File: src/rtl/traj_pkg.sv
// Shared widths, Q-format types and the launch trig table for trajectory_bank.
package traj_pkg;

    localparam int TRAJ_N_SLOTS = 4;
    localparam int TRAJ_XW      = 11;
    localparam int TRAJ_YW      = 11;
    localparam int TRAJ_FRAC    = 8;
    localparam int TRAJ_PW      = TRAJ_XW + TRAJ_FRAC + 1;
    localparam int TRAJ_VW      = TRAJ_FRAC + 4;

    typedef logic signed [TRAJ_PW-1:0] pos_t;
    typedef logic signed [TRAJ_VW-1:0] vel_t;

    typedef struct packed {
        int vx;
        int vy;
    } trig_t;

    // sin(j*pi/32) in Q16 for the first quadrant, j = 0..16
    function automatic int sin_q16(input int j);
        case (j)
            0:       return 0;
            1:       return 6424;
            2:       return 12785;
            3:       return 19024;
            4:       return 25080;
            5:       return 30893;
            6:       return 36410;
            7:       return 41576;
            8:       return 46341;
            9:       return 50660;
            10:      return 54491;
            11:      return 57798;
            12:      return 60547;
            13:      return 62714;
            14:      return 64277;
            15:      return 65220;
            default: return 65536;
        endcase
    endfunction

    // Launch velocity for angle index k (k*180/32 degrees) at speed v0,
    // rounded to nearest; indices above 16 aim left (negative vx).
    function automatic trig_t trig_entry(input int k, input int v0);
        trig_t e;
        int    cq;
        int    sq;
        logic  cneg;
        if (k <= 16) begin
            cq   = sin_q16(16 - k);
            sq   = sin_q16(k);
            cneg = 1'b0;
        end else begin
            cq   = sin_q16(k - 16);
            sq   = sin_q16(32 - k);
            cneg = 1'b1;
        end
        e.vx = (v0 * cq + 32768) / 65536;
        if (cneg) e.vx = -e.vx;
        e.vy = (v0 * sq + 32768) / 65536;
        return e;
    endfunction

endpackage

File: src/rtl/trig_lut.sv
// Combinational launch-angle table: theta index -> (vx, vy) in Q-format.
module trig_lut
    import traj_pkg::*;
#(
    parameter int VW = TRAJ_VW,
    parameter int V0 = 1024
) (
    input  logic        [4:0]    theta,
    output logic signed [VW-1:0] vx,
    output logic signed [VW-1:0] vy
);

    logic signed [VW-1:0] vx_tab [32];
    logic signed [VW-1:0] vy_tab [32];

    for (genvar k = 0; k < 32; k++) begin : g_tab
        localparam trig_t E = trig_entry(k, V0);
        assign vx_tab[k] = VW'(E.vx);
        assign vy_tab[k] = VW'(E.vy);
    end

    assign vx = vx_tab[theta];
    assign vy = vy_tab[theta];

endmodule

File: src/rtl/trajectory_bank.sv
// Multi-slot projectile integrator: launch allocator, per-tick update sweep
// over all slots, automatic retirement when a fruit leaves the playfield.
module trajectory_bank
    import traj_pkg::*;
#(
    parameter int N_SLOTS = TRAJ_N_SLOTS,
    parameter int XW      = TRAJ_XW,
    parameter int YW      = TRAJ_YW,
    parameter int FRAC    = TRAJ_FRAC,
    parameter int V0      = 1024,
    parameter int GRAV    = 8,
    parameter int XBASE   = 144,
    parameter int XSTEP   = 16,
    parameter int X_MAX   = 800,
    localparam int SW     = (N_SLOTS > 1) ? $clog2(N_SLOTS) : 1
) (
    input  logic                    sysck,
    input  logic                    reset_n,
    input  logic                    on,
    input  logic                    coordck,
    input  logic                    launch_valid,
    output logic                    launch_ready,
    input  logic [4:0]              xin,
    input  logic [4:0]              theta,
    output logic [SW-1:0]           launch_slot,
    output logic [N_SLOTS*XW-1:0]   x_coord,
    output logic [N_SLOTS*YW-1:0]   y_coord,
    output logic [N_SLOTS-1:0]      act,
    output logic [N_SLOTS-1:0]      retire,
    output logic                    busy,
    output logic                    overrun
);

    localparam int PW = XW + FRAC + 1;
    localparam int VW = FRAC + 4;
    localparam int VMIN = -(1 << (VW - 1));
    localparam logic signed [PW-1:0] XMAX_P = PW'(X_MAX);
    localparam logic signed [VW-1:0] VMIN_V = VW'(VMIN);

    typedef enum logic {IDLE, SWEEP} state_t;

    state_t               state;
    logic [SW-1:0]        idx;
    logic                 ck_prev;
    logic signed [PW-1:0] px [N_SLOTS];
    logic signed [PW-1:0] py [N_SLOTS];
    logic signed [VW-1:0] vx [N_SLOTS];
    logic signed [VW-1:0] vy [N_SLOTS];

    logic signed [VW-1:0] lut_vx, lut_vy;
    logic [SW-1:0]        free_idx;
    logic                 launch_go, tick_edge, upd_en, hit;
    logic signed [PW-1:0] x0, cur_x, cur_y, nx, ny, nx_int;
    logic signed [VW-1:0] cur_vx, cur_vy, nvy;
    int                   vy_sub;

    trig_lut #(.VW(VW), .V0(V0)) u_lut (
        .theta (theta),
        .vx    (lut_vx),
        .vy    (lut_vy)
    );

    assign launch_ready = on & ~(&act);
    assign launch_go    = launch_valid & launch_ready;
    assign tick_edge    = coordck & ~ck_prev;
    assign upd_en       = (state == SWEEP) && act[idx];
    assign x0           = PW'(XBASE + int'(xin) * XSTEP) <<< FRAC;

    // Lowest-index free slot; scanned downward so the last hit wins
    always_comb begin
        free_idx = '0;
        for (int unsigned j = 0; j < N_SLOTS; j++) begin
            if (!act[N_SLOTS-1-j]) free_idx = SW'(N_SLOTS - 1 - j);
        end
    end

    // Next state of the slot under the sweep index and its retire test
    always_comb begin
        cur_x  = px[idx];
        cur_y  = py[idx];
        cur_vx = vx[idx];
        cur_vy = vy[idx];
        nx     = cur_x + {{(PW-VW){cur_vx[VW-1]}}, cur_vx};
        ny     = cur_y + {{(PW-VW){cur_vy[VW-1]}}, cur_vy};
        vy_sub = int'(cur_vy) - GRAV;
        nvy    = (vy_sub < VMIN) ? VMIN_V : VW'(vy_sub);
        nx_int = nx >>> FRAC;
        hit    = nx_int[PW-1] || (nx_int > XMAX_P) || (ny[PW-1] && nvy[VW-1]);
    end

    // Sweep FSM, tick edge history and sticky overrun flag
    always_ff @(posedge sysck or negedge reset_n) begin
        if (!reset_n) begin
            state   <= IDLE;
            idx     <= '0;
            busy    <= 1'b0;
            overrun <= 1'b0;
            ck_prev <= 1'b0;
        end else if (!on) begin
            state   <= IDLE;
            idx     <= '0;
            busy    <= 1'b0;
            overrun <= 1'b0;
            ck_prev <= 1'b0;
        end else begin
            ck_prev <= coordck;
            if (tick_edge && busy) overrun <= 1'b1;
            case (state)
                IDLE: begin
                    if (tick_edge) begin
                        state <= SWEEP;
                        busy  <= 1'b1;
                        idx   <= '0;
                    end
                end
                SWEEP: begin
                    if (idx == SW'(N_SLOTS - 1)) begin
                        state <= IDLE;
                        busy  <= 1'b0;
                        idx   <= '0;
                    end else begin
                        idx <= idx + 1'b1;
                    end
                end
                default: begin
                    state <= IDLE;
                    busy  <= 1'b0;
                end
            endcase
        end
    end

    // Slot register file: launch load, sweep update and retirement.
    // A launch only targets a free slot and the sweep only writes an active
    // one, so both may act in the same cycle without colliding.
    always_ff @(posedge sysck or negedge reset_n) begin
        if (!reset_n) begin
            act         <= '0;
            retire      <= '0;
            launch_slot <= '0;
            for (int unsigned i = 0; i < N_SLOTS; i++) begin
                px[i] <= '0; py[i] <= '0; vx[i] <= '0; vy[i] <= '0;
            end
        end else if (!on) begin
            act         <= '0;
            retire      <= '0;
            launch_slot <= '0;
            for (int unsigned i = 0; i < N_SLOTS; i++) begin
                px[i] <= '0; py[i] <= '0; vx[i] <= '0; vy[i] <= '0;
            end
        end else begin
            retire <= '0;
            if (upd_en) begin
                if (hit) begin
                    px[idx]     <= '0;
                    py[idx]     <= '0;
                    vx[idx]     <= '0;
                    vy[idx]     <= '0;
                    act[idx]    <= 1'b0;
                    retire[idx] <= 1'b1;
                end else begin
                    px[idx] <= nx;
                    py[idx] <= ny;
                    vy[idx] <= nvy;
                end
            end
            if (launch_go) begin
                px[free_idx]  <= x0;
                py[free_idx]  <= '0;
                vx[free_idx]  <= lut_vx;
                vy[free_idx]  <= lut_vy;
                act[free_idx] <= 1'b1;
                launch_slot   <= free_idx;
            end
        end
    end

    for (genvar g = 0; g < N_SLOTS; g++) begin : g_out
        assign x_coord[g*XW +: XW] = px[g][FRAC +: XW];
        assign y_coord[g*YW +: YW] = py[g][FRAC +: YW];
    end

endmodule

File: config.mk
export PLATFORM = sky130hd
export DESIGN_NAME = trajectory_bank
export DESIGN_NICKNAME = d
export VERILOG_FILES = /design/src/rtl/traj_pkg.sv /design/src/rtl/trig_lut.sv /design/src/rtl/trajectory_bank.sv
export SDC_FILE = /design/constraint.sdc
export NUM_CORES = 1
export LEC_CHECK = 0
export ABC_AREA = 1
export CAP_MARGIN = 20
export CORE_UTILIZATION = 60
export DETAILED_ROUTE_END_ITERATION = 8
export GPL_TIMING_DRIVEN = 0
export PLACE_DENSITY = 0.81
export SETUP_SLACK_MARGIN = 0.2
export SLEW_MARGIN = 10
export SYNTH_ARGS = -nofsm -noshare
export SYNTH_HDL_FRONTEND = slang
export SYNTH_SLANG_ARGS = --single-unit
export TNS_END_PERCENT = 5
File: constraint.sdc
create_clock -name sysck -period 8.3 [get_ports sysck]
set_clock_uncertainty 0.2 [all_clocks]
set_input_delay 0.83 -clock sysck [delete_from_list [all_inputs] [get_ports sysck]]
set_output_delay 0.83 -clock sysck [all_outputs]
set_load 0.03 [all_outputs]
==> results.ini <==
[outcome]
status = complete, but fails checks
violations = negative hold slack

[drt]
firstDrtPassIters = 7
antenna_left = 0
drc_errors = 0
wl_per_cell_um = 23.0
wl_mm = 72.0
viasPerCell = 6.60
drtIter0Drc = 3146
vias = 20700

[sta]
finalHoldViolations = 11
fmax_ghz = 0.150
finalSetupViolCount = 0
post-route-period-util_pct = 80.2
finalCriticalPeriod_ps = 6660
tightest_slew_ps = 1130
max-slew-margin-rel_pct = 23.9
setup-tns-final_ps = 0
rsz0062_at_grt = false
slew_viol_final = 0
whs_ps = -20.8
finalWorstSetupSlack_ps = 1640

[clock_network]
clock-root-buffer = clkbuf_16
cts.reportedPaths.clkPinSlew_ps = 60
cts_resized = 0
htreeDepth = 1
clockBufferDepth = 3
clock_latency_ps = 580
cts_tree = built
cts_sinks = 272
post-cts-setup-buffer-count = 0
holdBufCountCts = 0
cts_made_buffers = 31

[final_layout]
fin_nets = 2787
multiInputGateArea_sq_um = 9370
fillers = 2591
finalInstanceArea_sq_um = 21200
regArea_sq_um = 6810
syn2layout_area_growth_pct = 14.4
final_util_pct = 70.6
final_cells = 3131
n_antenna_cell = 0
layout-drive-gt1-share_pct = 8.87

[pwr]
p_leak_nw = 9.42
cellPowerDensity_nw_per_um2 = 189
vdd_drop_max_v = 0.000198
total_power_mw = 4.01

[critical_path]
crit_type = flop to flop
end_kind = flop
worst_setup_path_start_kind = flop
arrival_ps = 6950
worstPathMaxFanout = 10
critical_path_required_ps = 8590

[placed_design]
dpl-instance-area_sq_um = 20200
dp_hpwl_mm = 51.4
numPlacedInstances = 3075
place_congestion = 1.06
io_buffers = 112
post-place-ws_ps = 2000

[logic_synthesis]
synth_seq_area_share_pct = 36.8
synth_top_family_by_area = simple AND/OR/NAND/NOR gates
synth_cell_types = 51
synth_seq_cells = 272
syn-cell-area_sq_um = 18500
yosysWarnings = 0
synth_mux_area_share_pct = 0.0541
synth_common_cells = nand2_1, a21oi_1, dfrtp_1
synth_edf_count = 0
synthesis.nets = 2640
synthSimpleGateAreaFrac_pct = 25.3
synthFlopType = dfrtp_1
synthArstFlopShare_pct = 100
synth.most_common_cell = nand2_1
postSynthCellCount = 2571
synth_compound_area_share_pct = 20.0
synth-adder-area-share_pct = 3.73
syn_avg_cell_area_sq_um = 7.20
synth_area_leaders = dfrtp_1, a21oi_1, nand2_1
synth_top_area_cell = dfrtp_1
synth_top_area_share_pct = 36.8
synthXorXnorAreaFrac_pct = 1.51

[die]
core-area_sq_um = 30000
die_h_um = 178
pin_count = 116
num_rows = 63
die_x_um = 178
start_util_pct = 61.6
die_area_sq_um = 31600

[min_path]
hold_path.class = input port to asynchronous set/reset pin

[global_routing]
first_global_vias = 19500
grt_usage_pct = 45.5
antenna_found_initial = 2
grt-ovfl-total = 0
grt_start_max_net_pins = 105
grt_pass1_wl_mm = 109

[run]
cap_viol_max_count = 0

==> layout by cell type (no fill, tap or decap), types with 5 or more instances in the layout <==
cell type and n:
clkbuf_8 7, o22ai_1 41, clkbuf_16 31, ha_1 52, buf_6 22, clkinv_2 7, inv_1 179, a32oi_1 9
dfrtp_1 272, o21ai_0 196, nor2_1 217, nor3_1 9, nand2_1 518, or2_2 17, a21oi_1 402, nand4_1 208
buf_1 7, o21bai_1 7, a21oi_2 10, clkbuf_1 134, buf_4 94, nand3_1 63, clkdlybuf4s50_1 111, xor2_1 23
xnor2_1 9, nand3b_1 5, buf_2 29
==> worst paths after layout <==
check | endpoint | depth (start not counted) | from | slack, ps
worst max-delay path | py[26] | 27 | idx[0] | 1640
worst min-delay path | x_coord[34] | 1 | reset_n | -20
worst max register to register | py[26] | 27 | idx[0] | 1640
worst min register to register | px[59] | 2 | px[59] | 310
max in group asynchronous | vx[33] | 3 | reset_n | 6500
min in group sysck | px[59] | 2 | px[59] | 310
==> sequential cells by signal, indices dropped and copies added (netlist names) <==
register	count
y_coord	44
state	1
retire	4
act	4
x_coord	44
px	36
py	36
ck_prev	1
vy	48
idx	2
busy	1
vx	48
overrun	1
launch_slot	2
==> critical path: stages (launching register included) <==
cell and delay (ps):
dfrtp_1 480, inv_2 250, buf_6 200, clkbuf_1 390
clkbuf_1 670, clkbuf_1 570, a21oi_1 190, a21oi_1 400
ha_1 280, inv_1 80, fa_1 480, inv_1 140
nand2_1 60, nand2_1 80, nand3_1 80, nand2_1 160
nand2_1 100, nand2_1 70, nand2_1 40, nand2_1 220
nand3_1 120, nor2_1 110, nand3_1 70, nand2_1 180
buf_2 260, buf_2 320, nand4_1 170, a21oi_1 190
==> where the power goes <==
group	switching [mW]	internal (mW)	total, mW	leakage, nW
registers	0.0180	1.35	1.37	3.78
clock network	0.583	0.807	1.39	0.502
logic	0.929	0.329	1.26	5.14
total	1.53	2.48	4.01	9.42
==> layout make-up <==
| class | instances | area share, % |
|---|---|---|
| multi-input cells | 1831 | 44.2 |
| flip-flops and latches | 272 | 32.1 |
| plain buffers | 280 | 7.68 |
| repair buffers | 114 | 5.57 |
| clock buffers | 46 | 4.26 |
| inverters | 188 | 3.34 |
| well taps | 390 | 2.30 |
| clock inverters | 10 | 0.490 |
==> logic make-up after synthesis <==
logic type | Yosys count
AND/OR/NAND/NOR | 1054
buffers and inverters | 468
AO/OA/AOI/OAI | 690
multiplexers | 1
XOR/XNOR | 32
flip-flops | 272
adder cells (fa/ha/maj) | 54
==> metal layers <==
metal  wire [um]  vias up  GRT usage (%)
met4        4920        2           27.4
li1            -     8970              -
met2       30900     1760           68.9
met3       10100      451           14.6
met5          10        -              0
met1       26200     9485           56.5
No activity file was read; power rests on OpenSTA's default activity.
